===== src/rtl/s_conditioner_pkg.sv =====
// Shared types and defaults for the s_conditioner input conditioner.
package s_conditioner_pkg;

   typedef enum logic [1:0] {
      STABLE_LOW  = 2'b00,
      SETTLE_HIGH = 2'b01,
      STABLE_HIGH = 2'b11,
      SETTLE_LOW  = 2'b10
   } state_t;

   localparam int SYNC_STAGES_DEF     = 2;
   localparam int DEBOUNCE_CYCLES_DEF = 4;

endpackage


===== src/rtl/s_conditioner_sync_chain.sv =====
// Multi-flop synchroniser for one asynchronous level; latency STAGES edges.
// No backpressure: samples d every clk edge, q is the last stage.
module sync_chain #(
   parameter int STAGES = 2
) (
   input  logic clk,
   input  logic rst,
   input  logic d,
   output logic q
);

   logic [STAGES-1:0] r_q;

   always_ff @(posedge clk or posedge rst) begin
      if (rst) begin
         r_q <= '0;
      end else begin
         r_q <= {r_q[STAGES-2:0], d};
      end
   end

   assign q = r_q[STAGES-1];

endmodule


===== src/rtl/s_conditioner.sv =====
// Synchronise + debounce a raw switch level into a clean s with rise/fall strobes.
// Latency SYNC_STAGES+DEBOUNCE_CYCLES edges; no backpressure, free-running.
module s_conditioner
   import s_conditioner_pkg::*;
#(
   parameter int SYNC_STAGES     = SYNC_STAGES_DEF,
   parameter int DEBOUNCE_CYCLES = DEBOUNCE_CYCLES_DEF
) (
   input  logic clk,
   input  logic rst,
   input  logic raw,
   output logic s,
   output logic rise,
   output logic fall,
   output logic settling
);

   localparam int               CNT_W    = $clog2(DEBOUNCE_CYCLES + 1);
   localparam logic [CNT_W-1:0] CNT_LAST = CNT_W'(DEBOUNCE_CYCLES - 1);
   localparam logic [CNT_W-1:0] CNT_ONE  = CNT_W'(1);

   logic             w_synced;
   state_t           r_state;
   state_t           w_state_nxt;
   logic [CNT_W-1:0] r_cnt;
   logic [CNT_W-1:0] w_cnt_nxt;
   logic             r_s;
   logic             w_s_nxt;
   logic             r_rise;
   logic             w_rise_nxt;
   logic             r_fall;
   logic             w_fall_nxt;
   logic             r_settling;
   logic             w_settling_nxt;

   sync_chain #(
      .STAGES (SYNC_STAGES)
   ) u_sync (
      .clk (clk),
      .rst (rst),
      .d   (raw),
      .q   (w_synced)
   );

   // A return to the old level is tested before the threshold, so it wins a tie.
   always_comb begin
      w_state_nxt = r_state;
      w_cnt_nxt   = r_cnt;
      w_s_nxt     = r_s;
      w_rise_nxt  = 1'b0;
      w_fall_nxt  = 1'b0;
      case (r_state)
         STABLE_LOW: begin
            if (w_synced) begin
               w_state_nxt = SETTLE_HIGH;
               w_cnt_nxt   = CNT_ONE;
            end else begin
               w_cnt_nxt   = '0;
            end
         end
         SETTLE_HIGH: begin
            if (!w_synced) begin
               w_state_nxt = STABLE_LOW;
               w_cnt_nxt   = '0;
            end else if (r_cnt == CNT_LAST) begin
               w_state_nxt = STABLE_HIGH;
               w_cnt_nxt   = '0;
               w_s_nxt     = 1'b1;
               w_rise_nxt  = 1'b1;
            end else begin
               w_cnt_nxt   = r_cnt + CNT_ONE;
            end
         end
         STABLE_HIGH: begin
            if (!w_synced) begin
               w_state_nxt = SETTLE_LOW;
               w_cnt_nxt   = CNT_ONE;
            end else begin
               w_cnt_nxt   = '0;
            end
         end
         SETTLE_LOW: begin
            if (w_synced) begin
               w_state_nxt = STABLE_HIGH;
               w_cnt_nxt   = '0;
            end else if (r_cnt == CNT_LAST) begin
               w_state_nxt = STABLE_LOW;
               w_cnt_nxt   = '0;
               w_s_nxt     = 1'b0;
               w_fall_nxt  = 1'b1;
            end else begin
               w_cnt_nxt   = r_cnt + CNT_ONE;
            end
         end
         default: begin
            w_state_nxt = STABLE_LOW;
            w_cnt_nxt   = '0;
            w_s_nxt     = 1'b0;
         end
      endcase
   end

   assign w_settling_nxt = (w_state_nxt == SETTLE_HIGH) || (w_state_nxt == SETTLE_LOW);

   always_ff @(posedge clk or posedge rst) begin
      if (rst) begin
         r_state    <= STABLE_LOW;
         r_cnt      <= '0;
         r_s        <= 1'b0;
         r_rise     <= 1'b0;
         r_fall     <= 1'b0;
         r_settling <= 1'b0;
      end else begin
         r_state    <= w_state_nxt;
         r_cnt      <= w_cnt_nxt;
         r_s        <= w_s_nxt;
         r_rise     <= w_rise_nxt;
         r_fall     <= w_fall_nxt;
         r_settling <= w_settling_nxt;
      end
   end

   assign s        = r_s;
   assign rise     = r_rise;
   assign fall     = r_fall;
   assign settling = r_settling;

endmodule


===== config.mk =====
export PLATFORM = sky130hd
export DESIGN_NAME = s_conditioner
export DESIGN_NICKNAME = d
export VERILOG_FILES = /design/src/rtl/s_conditioner_pkg.sv /design/src/rtl/s_conditioner_sync_chain.sv /design/src/rtl/s_conditioner.sv
export SDC_FILE = /design/constraint.sdc
export NUM_CORES = 1
export LEC_CHECK = 0
export ABC_CLOCK_PERIOD_IN_PS = 1800
export CAP_MARGIN = 15
export CORE_ASPECT_RATIO = 0.75
export CORE_UTILIZATION = 25
export CTS_CLUSTER_SIZE = 30
export DETAILED_ROUTE_END_ITERATION = 10
export GPL_ROUTABILITY_DRIVEN = 0
export PLACE_DENSITY = 0.44
export SETUP_SLACK_MARGIN = 0.02
export SYNTH_ARGS = -nofsm -noshare
export SYNTH_HDL_FRONTEND = slang
export SYNTH_HIERARCHICAL = 1
export SYNTH_SLANG_ARGS = --single-unit

===== constraint.sdc =====
create_clock -name clk -period 1.8 [get_ports clk]
set_clock_uncertainty 0.05 [all_clocks]
set_input_delay 0.36 -clock clk [delete_from_list [all_inputs] [get_ports clk]]
set_output_delay 0.36 -clock clk [all_outputs]
set_load 0.05 [all_outputs]

==> out/summary.txt, run 1 <==
CP Max Fanout: 4
H-tree depth: 1
commonest non-fill, non-tap cell in the layout: dfrtp_1
area growth from synthesis to layout: 21.9%
Hold Buf Count CTS: 0
vias in the first global route: 284
flops & latches, synth: 11
cell area after placement: 524 um2
RSZ-0062 raised after global routing: false
R2R depth: 4
Hold Slack: 220 ps
Ys Warns: 6
DRT iter0 DRCs: 6
clock tree buffer depth: 2
final non-filler cell total: 69
Post-CTS Setup Repair Bufs: 0
number of port buffers: 6
clock insertion delay at the later pin of the skew report: 270 ps
critical path arrival: 1540 ps
dpl cells: 65
R2R Setup Slk: 370 ps
initial core utilization: 28.7%
clk slew on worst S/H paths: 70 ps
crit path launch type: flop
routed wire length: 748 um
via count: 310
clk sinks: 11
first-pass GRT wire length: 1.30 mm
area leader, netlist: dfrtp_1
Switching Power: 0.112 mW
CP Capture Type: flop
Overall Global Routing Usage: 10.3%
Nets: 53
Hold Vio Cnt, Final: 0
largest net degree at the start of global routing: 10
CP Data Required Time: 1910 ps
pwr dens: 855 nW/um2
number of buffers created by CTS: 3
Via density: 4.49
R2R Path Start: r_cnt[0]$_DFF_PP0_
commonest non-fill, non-tap cells in the layout: dfrtp_1, buf_4, inv_1, o21ai_0, clkbuf_4
status: finished, final reports clean
post-route ant nets: 0
Setup TNS: 0 ps
pin slew with the least headroom to its limit: 337 ps
Fmax: 0.700 GHz
syn_area_per_cell: 11.6 um2
Slew Viols, Final: 0
minimum clock period: 1430 ps
post-synth top area share: 60.9%
clock share of power: 35.5%
sequential area share after synthesis: 60.9%
wire length per cell: 10.8 um
Leak Pwr: 0.265 nW
period utilization: 79.3%
drt drc: 0
root buf cell: clkbuf_4
Comb power frac: 8.3%
relative slew slack: 77.5%
Design Area, Final: 551 um2
kind of critical path: reg2reg
Net Sw Frac: 23.7%
first drt pass iteration count: 4
CTS tree: done
FP Rows: 12
DIE AREA: 1980 um2
Area contributors post-synth: dfrtp_1, o21ai_0, and3_1, ha_1, nand2b_1
Post-Synthesis Cells: 39
Critical Path End: settling$_DFF_PP0_
core area: 1580 um2
r2r endpoint: settling$_DFF_PP0_
ANT cells: 0
die width: 51.1 um
initial antenna violation count: 0
total gr overflow: 0
Power Internal: 0.359 mW
syn nets: 43
Peak supply drop: 0.000432 V
count of unique library cells instantiated by Yosys: 20
worst min path class: in2async
post-CTS resize count: 0
IO Pins: 7
share of cells above drive strength 1: 18.8%
mapped cell area: 452 um2
post-DP HPWL: 580 um
Critical path origin: r_cnt[0]$_DFF_PP0_
Die Y: 38.8 um
MaxCap Viol Count: 0
final setup violation count: 0
sequential share of power: 56.2%
kinds of logic after synthesis:
| logic type | after synthesis | synth area share [%] |
|---|---|---|
| simple gates | 13 | 18.6 |
| flops | 11 | 60.9 |
| compound gates | 10 | 14.4 |
| buf+inv | 4 | 3.32 |
| fa+ha+maj | 1 | 2.77 |
metal layers:
layer	global-route usage, %	wire length, um	share of wire [%]	up-vias
met5	0	0	0	-
met4	4.17	7	0.94	0
met3	7.06	64	8.6	2
met2	14.8	321	43	10
met1	11.9	354	47	145
li1	-	-	-	153
worst min-delay path by stage:
stage | end | slack [ps]
floorplan | u_sync/r_q[0]$_DFF_PP0_ | 50
global placement | u_sync/r_q[1]$_DFF_PP0_ | 290
detailed placement | u_sync/r_q[1]$_DFF_PP0_ | 300
CTS | u_sync/r_q[0]$_DFF_PP0_ | 220
global route | u_sync/r_q[0]$_DFF_PP0_ | 260
finish | u_sync/r_q[0]$_DFF_PP0_ | 220
flip-flops by register name (all words and copies together) (netlist names):
signal / count
r_cnt: 3
r_state: 2
u_sync/r_q: 2
fall: 1
rise: 1
s: 1
settling: 1
metrics by stage:
step                total power, mW  util (%)  worst slack [ps]
floorplan                     0.295         -               475
global placement              0.308      33.3               423
detailed placement            0.309      33.3               368
CTS                           0.478      34.9               364
global route                  0.500      34.9               311
finish                        0.470      34.9               372
layout make-up:
type / count / area [um2]
clock buffers: 4 / 26.3
multi-input cells: 24 / 161
inverters: 3 / 11.3
fillers: 166 / 1030
flip-flops and latches: 11 / 275
repair buffers: 6 / 50.0
well taps: 21 / 26.3
cells in the mapped netlist:
cell type	instances
dfrtp_1	11
a22o_1	1
nor2b_2	1
nor2_1	2
inv_1	3
a21oi_2	1
and3b_1	1
nor3_1	1
and3_1	2
or3b_1	1
o21ba_1	1
clkbuf_1	1
nand2b_1	2
nand3b_1	1
a21oi_1	2
o21bai_1	1
nor2b_1	2
o21ai_0	3
ha_1	1
o21ai_1	1
worst max-delay path: stages, from the launching register on:
cell and delay, ps:
dfrtp_1 380, ha_1 200, or3b_1 380, a21oi_2 150
o21ba_1 170
power groups by stage:
stage | sequential [mW] | clock [mW] | combinational (mW)
after floorplan | 0.273 | 0 | 0.0212
after global placement | 0.269 | 0 | 0.0389
after detailed placement | 0.270 | 0 | 0.0396
after CTS | 0.265 | 0.173 | 0.0398
after global routing | 0.266 | 0.189 | 0.0450
final | 0.265 | 0.167 | 0.0389
Note: power is estimated with default switching activity, not from simulation.
==> run 2: changes to the inputs <==
ABC_CLOCK_PERIOD_IN_PS = 1300   (was 1800)
PLACE_DENSITY = 0.46   (was 0.44)
clock period = 1.3 ns   (was 1.8 ns; I/O delays follow)
==> run 2 against run 1 <==
  * The run now ends with negative setup slack left
  * Sequential share of layout area down 7.4 points
  * Via count rose by 1.6%
  * Count of clock-buffer cells in the layout stayed put
  * Non-clock buffer count grew 5
  * First-iteration DRC count is 50% lower
  * Largest power group unchanged
==> out/summary.txt, run 2 (synthesis gave the netlist of run 1 again) <==
clock insertion delay at the later pin of the skew report: 270 ps (about the same)
Setup TNS: -62.2 ps (-62.2 ps)
Nets: 58 (+9.4%)
MaxCap Viol Count: 0 (unchanged)
minimum clock period: 1360 ps (-65.9 ps)
critical path arrival: 1460 ps (-80 ps)
RSZ-0062 raised after global routing: true
vias in the first global route: 321 (+13%)
cell area after placement: 599 um2 (+14%)
Hold Slack: 118 ps (-102 ps)
post-layout util: 41.0% (+6.0 points)
failing checks: negative setup slack
final non-filler cell total: 74 (+7.2%)
number of port buffers: 6 (unchanged)
via count: 315 (+1.6%)
share of cells above drive strength 1: 28.3% (+9.6 points)
number of buffers created by CTS: 3 (unchanged)
relative slew slack: 76.9% (-0.66 points)
pre-CTS setup slack: -68.0 ps (-436 ps)
total gr overflow: 0 (unchanged)
drt drc: 0 (unchanged)
Final WS setup: -62.2 ps (-434 ps)
die width: 51.1 um (unchanged)
Hold Vio Cnt, Final: 0 (unchanged)
initial core utilization: 28.7% (unchanged)
dpl cells: 68 (+4.6%)
period utilization: 105% (+25 points)
IO Pins: 7 (unchanged)
FP Rows: 12 (unchanged)
commonest non-fill, non-tap cell in the layout: dfrtp_1
Largest register FFs: 3 (unchanged)
Design Area, Final: 646 um2 (+17%)
first-pass GRT wire length: 1.37 mm (+4.8%)
commonest non-fill, non-tap cells in the layout: dfrtp_1, buf_4, buf_12, inv_1, clkbuf_4
initial antenna violation count: 0 (unchanged)
routed wire length: 795 um (+6.3%)
pwr dens: 1030 nW/um2 (+21%)
Highest Signal Layer: met4
H-tree depth: 1 (unchanged)
clk slew on worst S/H paths: 70 ps (about the same)
met2 routed WL: 341 um (+6.2%)
post-route ant nets: 0 (unchanged)
DRT iter0 DRCs: 3 (-3)
kind of critical path: reg2reg
area growth from synthesis to layout: 42.9%
crit path launch type: flop
wire length per cell: 10.7 um (-0.90%)
M1 WL: 390 um (+10%)
total power: 0.667 mW (+42%)
Peak supply drop: 0.000491 V (+14%)
Layout fillers: 165 (-0.60%)
largest registers: r_cnt x3, r_state x2, u_sync/r_q x2
Via density: 4.26 (-5.3%)
post-DP HPWL: 596 um (+2.7%)
CTS tree: done
pin slew with the least headroom to its limit: 347 ps (+9.88 ps)
clk sinks: 11 (unchanged)
Top reg by flops: r_cnt
area occupied by multi-input gates: 169 um2 (+4.7%)
largest net degree at the start of global routing: 10 (unchanged)
CP Capture Type: flop
Die Y: 38.8 um (unchanged)
Slew Viols, Final: 0 (unchanged)
Fmax: 0.734 GHz (+4.8%)
first drt pass iteration count: 4 (unchanged)
status: finished with violations
worst min path class: in2async
CP Data Required Time: 1400 ps (-510 ps)
clock tree buffer depth: 2 (unchanged)
final setup violation count: 1 (+1)
core area: 1580 um2 (unchanged)
DIE AREA: 1980 um2 (unchanged)
Overall Global Routing Usage: 10.8% (+0.49 points)
Hold Buf Count CTS: 0 (unchanged)
DR WL met3: 46 um (-28%)
root buf cell: clkbuf_4
Leak Pwr: 0.305 nW (+15%)
ANT cells: 0 (unchanged)
register area: 275 um2 (unchanged)
CP Max Fanout: 2 (-2)
==> run 2: layout make-up <==
cell class              instances  share of cell area, %
well taps                      21                   4.07
inverters                       3                   1.74
repair buffers                 11                   21.3
clock buffers                   4                   4.07
multi-input cells              24                   26.2
flip-flops and latches         11                   42.6
==> run 2: final timing paths <==
path | from | end | slack [ps] | depth (start not counted)
setup reg to reg | r_cnt[0]$_DFF_PP0_ | settling$_DFF_PP0_ | -60 | 4
min in group clk | u_sync/r_q[0]$_DFF_PP0_ | u_sync/r_q[1]$_DFF_PP0_ | 300 | 0
setup / recovery | r_cnt[0]$_DFF_PP0_ | settling$_DFF_PP0_ | -60 | 4
hold / removal | rst | u_sync/r_q[1]$_DFF_PP0_ | 120 | 2
hold reg to reg | u_sync/r_q[0]$_DFF_PP0_ | u_sync/r_q[1]$_DFF_PP0_ | 300 | 0
max in group asynchronous | rst | settling$_DFF_PP0_ | 720 | 2
==> run 2: where the power goes <==
group | internal [mW] | switching [mW] | total [mW]
Clock | 0.119 | 0.107 | 0.226
Combinational | 0.0409 | 0.0352 | 0.0760
Sequential | 0.355 | 0.0105 | 0.365
Total | 0.514 | 0.153 | 0.667
==> run 2: metal layers <==
| metal | global-route usage (%) | vias up |
|---|---|---|
| met2 | 15.8 | 8 |
| met4 | 6.25 | 0 |
| li1 | - | 160 |
| met1 | 11.9 | 143 |
| met5 | 0 | - |
| met3 | 7.06 | 4 |
==> run 2: worst max-delay path: stages, from the launching register on <==
cell	delay [ps]
dfrtp_1	360
ha_2	180
or3b_1	360
a21oi_2	140
o21ba_1	160
==> run 2: repair_timing <==
action	in CTS	in global routing
setup buffers	1	1
endpoints found under the setup margin	3	3
pin swaps	1	1
gates resized for setup	2	0
